## config.mk

```make
export PLATFORM = sky130hd
export DESIGN_NAME = cnt_updn
export DESIGN_NICKNAME = d
export VERILOG_FILES = /design/src/rtl/cnt_pkg.sv /design/src/rtl/cnt_bin2gray.sv /design/src/rtl/cnt_updn.sv
export SDC_FILE = /design/constraint.sdc
export NUM_CORES = 1
export LEC_CHECK = 0
export BUFFER_PORTS_ARGS = -buffer_cell sky130_fd_sc_hd__buf_2
export CAP_MARGIN = 10
export CORE_AREA = 2 2 39 41
export DETAILED_ROUTE_END_ITERATION = 7
export DIE_AREA = 0 0 41 43
export GPL_TIMING_DRIVEN = 0
export SETUP_SLACK_MARGIN = 0.3
export SYNTH_ARGS = -nofsm -noshare
export SYNTH_HDL_FRONTEND = slang
export SYNTH_SLANG_ARGS = --single-unit
```

## constraint.sdc

```tcl
create_clock -name clk -period 2.69 [get_ports clk]
set_clock_uncertainty 0.15 [all_clocks]
set_input_delay 0.4035 -clock clk [delete_from_list [all_inputs] [get_ports clk]]
set_output_delay 0.4035 -clock clk [all_outputs]
set_load 0.05 [all_outputs]
```

## src/rtl/cnt_pkg.sv

```systemverilog
// Shared definitions for the cnt_updn counter: direction encodings, next-state
// action type and the binary-to-Gray helper used by RTL and bench.
package cnt_pkg;

  localparam logic DIR_UP = 1'b1;
  localparam logic DIR_DN = 1'b0;

  typedef enum logic [1:0] {
    ACT_HOLD,
    ACT_LOAD,
    ACT_STEP,
    ACT_END
  } act_e;

  function automatic logic [31:0] bin2gray(input logic [31:0] b);
    return b ^ (b >> 1);
  endfunction

endpackage

```

## src/rtl/cnt_bin2gray.sv

```systemverilog
// Combinational binary-to-Gray encoder. Only built when CNT_GRAY_OUT_EN is
// defined, since the counter instantiates it only in that configuration.
`ifdef CNT_GRAY_OUT_EN
module cnt_bin2gray
  import cnt_pkg::*;
#(
  parameter int WIDTH = 3
) (
  input  logic [WIDTH-1:0] i_bin,
  output logic [WIDTH-1:0] o_gray
);

  assign o_gray = WIDTH'(bin2gray(32'(i_bin)));

endmodule
`endif

```

## src/rtl/cnt_updn.sv

```systemverilog
// Modulo up/down counter with clamped load, wrap/saturate ends, end-event pulse
// and sticky flag. Optional Gray output port under macro CNT_GRAY_OUT_EN.
module cnt_updn
  import cnt_pkg::*;
#(
  parameter int WIDTH   = 3,
  parameter int MODULUS = 8,
  parameter int SAT     = 0
) (
  input  logic             clk,
  input  logic             rst,
  input  logic             en,
  input  logic             up,
  input  logic             load,
  input  logic [WIDTH-1:0] load_val,
  input  logic             clr_ovf,
  output logic [WIDTH-1:0] y,
  output logic             tc,
  output logic             wrap,
  output logic             ovf
`ifdef CNT_GRAY_OUT_EN
  ,
  output logic [WIDTH-1:0] gray
`endif
);

  localparam logic [WIDTH-1:0] MAX_V = WIDTH'(MODULUS - 1);

  logic [WIDTH-1:0] r_y;
  logic [WIDTH-1:0] w_y_next;
  logic             r_wrap;
  logic             r_ovf;
  logic             w_end;
  act_e             w_act;

  // A load on the same edge masks the end event, so it never pulses wrap.
  always_comb begin
    w_end = en && !load &&
            (((up == DIR_UP) && (r_y == MAX_V)) || ((up == DIR_DN) && (r_y == '0)));
    if (load)       w_act = ACT_LOAD;
    else if (!en)   w_act = ACT_HOLD;
    else if (w_end) w_act = ACT_END;
    else            w_act = ACT_STEP;
  end

  always_comb begin
    w_y_next = r_y;
    case (w_act)
      ACT_LOAD: w_y_next = (load_val > MAX_V) ? MAX_V : load_val;
      ACT_STEP: w_y_next = (up == DIR_UP) ? r_y + WIDTH'(1) : r_y - WIDTH'(1);
      ACT_END: begin
        if (SAT == 0) w_y_next = (up == DIR_UP) ? '0 : MAX_V;
      end
      default: w_y_next = r_y;
    endcase
  end

  always_ff @(posedge clk) begin
    if (rst) begin
      r_y    <= '0;
      r_wrap <= 1'b0;
      r_ovf  <= 1'b0;
    end else begin
      r_y    <= w_y_next;
      r_wrap <= w_end;
      if (w_end)        r_ovf <= 1'b1;
      else if (clr_ovf) r_ovf <= 1'b0;
    end
  end

  assign y    = r_y;
  assign tc   = w_end;
  assign wrap = r_wrap;
  assign ovf  = r_ovf;

`ifdef CNT_GRAY_OUT_EN
  // Encode the next count so the Gray register tracks y with no extra latency.
  logic [WIDTH-1:0] w_gray_next;
  logic [WIDTH-1:0] r_gray;

  cnt_bin2gray #(.WIDTH(WIDTH)) u_bin2gray (
    .i_bin  (w_y_next),
    .o_gray (w_gray_next)
  );

  always_ff @(posedge clk) begin
    if (rst) r_gray <= '0;
    else     r_gray <= w_gray_next;
  end

  assign gray = r_gray;
`endif

endmodule

```

==> summary.txt, run 1 <==
status - complete, no violations
post-CTS resize count - 0
Initial Utilization - 0.221
synth unique cells - 18
Iteration-0 DRC Markers - 5
final-report max-slew violation count - 0
GRT Overall Usage - 0.0874
Port Buf Inserts - 14
RePlAce Congestion - 0.715
Max Clk Rate - 448 MHz
global-route wire length before repair - 1010 µm
element type at the critical path start - flip-flop
Gate Count Post-Synth - 38
drt drc - 0
synth top area cells - dfxtp_1 (33%), a21oi_1 (11%), fa_1 (6.6%), xnor2_1 (5.7%), inv_1 (4.9%)
Post-CTS Setup Inserts - 0
Die Ht - 43 µm
# nets final - 67
FP Rows - 14
register area share after synthesis - 0.328
Core Box Area - 0.00138 mm²
Num Clock Sinks - 5
TNS Setup - 0 ns
CP bufs+invs - 2
Synth top area share - 0.328
share of cells above drive strength 1 - 0.339
worst hold slack - 0.230 ns
CTS Buffer Depth - 2
count of warnings emitted by yosys - 0
Antenna diodes - 0
minimum clock period - 2.23 ns
Min-Delay Path Class - in -> reg
ANT nets after route - 0
post-synth top area cell - dfxtp_1
Largest stage delay, worst path - 0.51 ns
Worst-path clk slew - 0.05 ns
Syn Std Cell Area - 305 µm²
die width - 41 µm
Slew HR - 0.822
via/cell ratio - 4.56
slowest cell on the critical path - or4_1
via count - 328
power density cells - 560 mW/mm²
CP endpoint kind - output port
CP arrival - 1.68 ns
CTS Buf Count - 3
count of final setup violators - 0
worst vdd ir - 0.000269 V
GRT overflow - 0
CP max FO - 9
synthesis-to-finish area growth - 38.9%
WP data required - 2.14 ns
WL/cell - 9.71 µm
CTS HTree Levels - 1
max-cap viol count - 0
I/O pin total - 15
clk_lat worst skew - 0.24 ns
initial antenna violation count - 0
vias in the first global route - 254
syn_nets - 48
Lkg Pwr - 0.193 nW
Post-CTS Hold Buffers - 0
Tcrit/Tclk final - 0.830
RSZ-0062 raised after global routing - false
cells along the critical path - or4_1 -> o21ai_0 -> nand3b_1 -> inv_1 -> buf_2
Fin. Hold Viols - 0
die area - 0.00176 mm²
Mean Syn Cell Area - 8.03 µm²
DPL Wire Length - 524 µm
WS Path Type - reg -> out
DRT Wirelength - 699 µm
largest net degree at the start of global routing - 10
Pre-antenna DRT Iters - 2
Least-Margin Pin Slew - 0.266 ns
#FFs+latches synth - 5
Root Buffer - clkbuf_4
TritonCTS clock tree - yes
delay-heaviest family, CP - simple AND/OR/NAND/NOR gates
## state kept, by name (all words and copies together) (netlist names)
name and count:
wrap 1, y 3, ovf 1
## worst paths after layout
kind              startpoint   end  slack, ns  cells past startpoint
setup / recovery        y[2]    tc       0.46                      5
hold / removal           rst  y[1]       0.23                      2
setup reg to reg        y[0]  y[2]       0.53                      6
hold reg to reg          ovf   ovf       0.32                      2
## metrics by stage
| stage | util | setup slack [ns] | cell area [µm²] | power (mW) | cells |
|---|---|---|---|---|---|
| floorplan | - | 0.421 | 308 | 0.132 | 38 |
| global placement | 0.288 | 0.540 | 398 | 0.151 | 68 |
| detailed placement | 0.288 | 0.508 | 398 | 0.152 | 68 |
| CTS | 0.307 | 0.439 | 424 | 0.243 | 72 |
| global route | 0.307 | 0.347 | 424 | 0.254 | 72 |
| finish | 0.307 | 0.457 | 424 | 0.238 | 72 |
## power by group
group          switching, mW  leakage [nW]  internal, mW
Clock                 0.0305        0.0150        0.0561
Combinational         0.0398         0.136        0.0246
Sequential           0.00716        0.0417        0.0795
## final cells by class
class	instances	area [µm²]
clock buffer	4	26.3
multi-input combinational	29	190
timing repair buffer	14	70.1
tap	16	20.0
sequential	5	103
fill	156	960
inverter	4	15.0
## synth_stat cells
| master | instances |
|---|---|
| a21oi_1 | 7 |
| dfxtp_1 | 5 |
| inv_1 | 4 |
| nor2_1 | 3 |
| nand2_1 | 2 |
| nand2b_1 | 2 |
| nand3_1 | 2 |
| o31ai_1 | 2 |
| xnor2_1 | 2 |
| a311o_1 | 1 |
| fa_1 | 1 |
| nand3b_1 | 1 |
| nand4_1 | 1 |
| nor2b_1 | 1 |
| o21ai_0 | 1 |
| o31a_1 | 1 |
| or4_1 | 1 |
| or4b_1 | 1 |
## cell families (layout without fill, tap and decap cells)
| logic type | Yosys count | count (layout) | synth area share |
|---|---|---|---|
| DFF | 5 | 5 | 0.328 |
| and+or+nand+nor | 14 | 14 | 0.258 |
| buffers and inverters | 4 | 22 | 0.0492 |
| AOI/OAI and AO/OA | 12 | 12 | 0.242 |
| xor gates and xnor gates | 2 | 2 | 0.0574 |
| adders and majority gates | 1 | 1 | 0.0656 |
## cells in the final DEF, fill, tap and decap left out, drive strengths merged
| cell type | Yosys | layout |
|---|---|---|
| or4 | 1 | 1 |
| nand3b | 1 | 1 |
| a311o | 1 | 1 |
| fa | 1 | 1 |
| nand2b | 2 | 2 |
| or4b | 1 | 1 |
| inv | 4 | 4 |
| nand4 | 1 | 1 |
| nand3 | 2 | 2 |
| o31ai | 2 | 2 |
| nor2 | 3 | 3 |
| clkbuf | 0 | 4 |
| a21oi | 7 | 7 |
| dfxtp | 5 | 5 |
| o21ai | 1 | 1 |
| xnor2 | 2 | 2 |
| nand2 | 2 | 2 |
| nor2b | 1 | 1 |
| buf | 0 | 14 |
| o31a | 1 | 1 |
## per-layer routing
layer	GRT usage	routed length (µm)
met4	0.0400	0
met1	0.0968	322
met2	0.122	353
met3	0.0628	23
met5	0	0
Note: power is estimated with default switching activity, not from simulation.
==> run 2, diff against run 1 <==
ABC_AREA = 1   (was unset)
clock period = 2.3 ns   (was 2.69 ns; I/O delays follow)
==> run 2 against run 1 <==
Synthesized area is 14% higher. Worst hold slack worse by 0.064 ns. Sequential share of layout area is 2.6 points lower. Global-route usage is 0.60 points higher. Clock power is 17% higher. Clock-buffer cell count stayed put. Final area is 9.1% higher. Die area stayed put. Combinational power is 29% higher. Critical path depth is 1 higher. Cell count is 29% higher. Register-to-register slack better by 0.22 ns. Critical endpoint unchanged. Largest power group is now clock. Highest routed layer unchanged.
==> summary.txt, run 2 <==
status - complete, no violations
Least-Margin Pin Slew - 0.252 ns (-0.0141 ns)
power density cells - 612 mW/mm² (+9.2%)
Lkg Pwr - 0.285 nW (+48%)
die area - 0.00176 mm² (unchanged)
Post-CTS Setup Inserts - 0 (unchanged)
CP max FO - 5 (-4)
Antenna diodes - 0 (unchanged)
GRT Overall Usage - 0.0935 (+0.00603)
main combinational cell family by area after synthesis - simple AND/OR/NAND/NOR gates
TritonCTS clock tree - yes
adder-cell share of the synthesized area - 0.0578 (-0.00781)
CP arrival - 1.32 ns (-0.36 ns)
simple-gate share of the synthesized area - 0.458 (+0.200)
Die Ht - 43 µm (unchanged)
commonest non-fill, non-tap cell in the layout - nand2_1
Initial Utilization - 0.250 (+0.0298)
minimum clock period - 1.81 ns
Synth top area share - 0.289 (-0.0391)
Main synth FF type - dfxtp_1
die width - 41 µm (unchanged)
# nets final - 88 (+31%)
post-synthesis mux area share - 0 (unchanged)
post-synth top area cell - dfxtp_1
share of cells above drive strength 1 - 0.286 (-0.0536)
post-CTS resize count - 0 (unchanged)
synthesis-to-finish area growth - 33.6%
I/O pin total - 15 (unchanged)
WL/cell - 7.39 µm (-24%)
Core Box Area - 0.00138 mm² (unchanged)
count of final setup violators - 0 (unchanged)
Syn Std Cell Area - 347 µm² (+14%)
most frequent cell after synthesis - nand2_1
Iteration-0 DRC Markers - 3 (-2)
DRT Wirelength - 687 µm (-1.7%)
WP data required - 1.80 ns (-0.34 ns)
synth top area cells - dfxtp_1 (29%), nand2_1 (17%), inv_1 (13%), nor2_1 (12%), fa_1 (5.8%)
Gate Count Post-Synth - 59 (+55%)
Tcrit/Tclk final - 0.789
Min-Delay Path Class - in -> reg
Max Clk Rate - 551 MHz
CP endpoint kind - output port
DPL Wire Length - 582 µm (+11%)
Pre-antenna DRT Iters - 3 (+1)
#FFs+latches synth - 5 (unchanged)
worst vdd ir - 0.000311 V (+15%)
post-synthesis async set-or-reset flop share - 0 (unchanged)
TNS Setup - 0 ns (unchanged)
Largest register FFs - 3 (unchanged)
Worst-path clk slew - 0.05 ns (about the same)
WS Path Type - reg -> out
CTS Buffer Depth - 2 (unchanged)
global-route wire length before repair - 1140 µm (+13%)
RePlAce Congestion - 0.738 (+3.3%)
most frequent cells in the layout - nand2_1 (16), buf_2 (14), inv_1 (12)
register area share after synthesis - 0.289 (-0.0391)
Post-CTS Hold Buffers - 0 (unchanged)
element type at the critical path start - flip-flop
RSZ-0062 raised after global routing - false
syn_nets - 69 (+44%)
GRT overflow - 0 (unchanged)
EDFF count, synth - 0 (unchanged)
largest net degree at the start of global routing - 7 (-3)
Mean Syn Cell Area - 5.87 µm² (-27%)
count of warnings emitted by yosys - 0 (unchanged)
initial antenna violation count - 0 (unchanged)
drt drc - 0 (unchanged)
FP Rows - 14 (unchanged)
clk_lat worst skew - 0.24 ns (about the same)
via/cell ratio - 3.89 (-15%)
Fin. Hold Viols - 0 (unchanged)
Fill cells - 152 (-2.6%)
xor-xnor portion of the synthesized cell area - 0 (-0.0574)
vias in the first global route - 296 (+17%)
final-report max-slew violation count - 0 (unchanged)
compound-cell area share of the yosys netlist - 0.0433 (-0.198)
CTS HTree Levels - 1 (unchanged)
ANT nets after route - 0 (unchanged)
worst hold slack - 0.166 ns (-0.0640 ns)
CTS Buf Count - 3 (unchanged)
Root Buffer - clkbuf_4
max-cap viol count - 0 (unchanged)
Commonest cells post-synth - nand2_1 (16), inv_1 (12), nor2_1 (11), dfxtp_1 (5)
synth unique cells - 12 (-6)
via count - 362 (+10%)
Slew HR - 0.833 (+0.0108)
Port Buf Inserts - 14 (unchanged)
Num Clock Sinks - 5 (unchanged)
## run 2: cell count changes after synthesis, moves of 2 or more
cell	before	now
nor2_1	3	11
xnor2_1	2	0
nand2b_1	2	0
inv_1	4	12
a21oi_1	7	1
nand2_1	2	16
o31ai_1	2	0
nand4_1	1	3
inv_2	0	2
nand2_2	0	2
## run 2: worst max-delay path, stage by stage (launching register included)
cell	delay, ns
dfxtp_1	0.34
nor2_1	0.16
nand2_1	0.12
nand2_1	0.10
nand2_2	0.06
inv_1	0.05
buf_2	0.25
## run 2: final timing paths
kind,start,end,slack (ns),depth (start not counted)
hold reg to reg,ovf,ovf,0.31,2
setup / recovery,y[1],tc,0.49,6
hold / removal,rst,ovf,0.17,2
setup reg to reg,y[0],y[1],0.75,7
## run 2: per-stage QoR
stage          instance area, µm²  power (mW)  std cells  utilization  setup slack, ns
3_5_place_dp                  437       0.184         89        0.316            0.669
4_1_cts                       463       0.287         93        0.335            0.474
3_3_place_gp                  437       0.183         89        0.316            0.675
6_report                      463       0.283         93        0.335            0.485
2_1_floorplan                 347       0.162         59            -            0.391
5_1_grt                       463       0.309         93        0.335            0.368
## run 2: per-layer routing
| metal | routed length [µm] | share of wire | up-vias | GRT usage |
|---|---|---|---|---|
| met1 | 351 | 0.51 | 143 | 0.135 |
| li1 | - | - | 211 | - |
| met2 | 298 | 0.43 | 8 | 0.122 |
| met3 | 37 | 0.054 | 0 | 0.0471 |
| met4 | 0 | 0 | 0 | 0.0200 |
| met5 | 0 | 0 | - | 0 |
## run 2: cell type report
cell class / instances / area (µm²) / share of cell area
Inverter: 14 / 52.6 / 0.114
Timing Repair Buffer: 14 / 70.1 / 0.151
Tap cell: 16 / 20.0 / 0.0432
Sequential cell: 5 / 100 / 0.216
Multi-Input combinational cell: 40 / 194 / 0.419
Clock buffer: 4 / 26.3 / 0.0568
## run 2: kinds of logic (layout without fill, tap and decap cells)
group	Yosys count	count (layout)
adder cells (fa/ha/maj)	1	1
flip-flops	5	5
AND/OR/NAND/NOR	36	36
buffers and inverters	14	32
AO/OA/AOI/OAI	3	3
## run 2: power by group
group	internal [mW]	leakage [nW]	switching, mW
combinational	0.0263	0.229	0.0565
sequential	0.0929	0.0412	0.00625
clock	0.0656	0.0150	0.0358
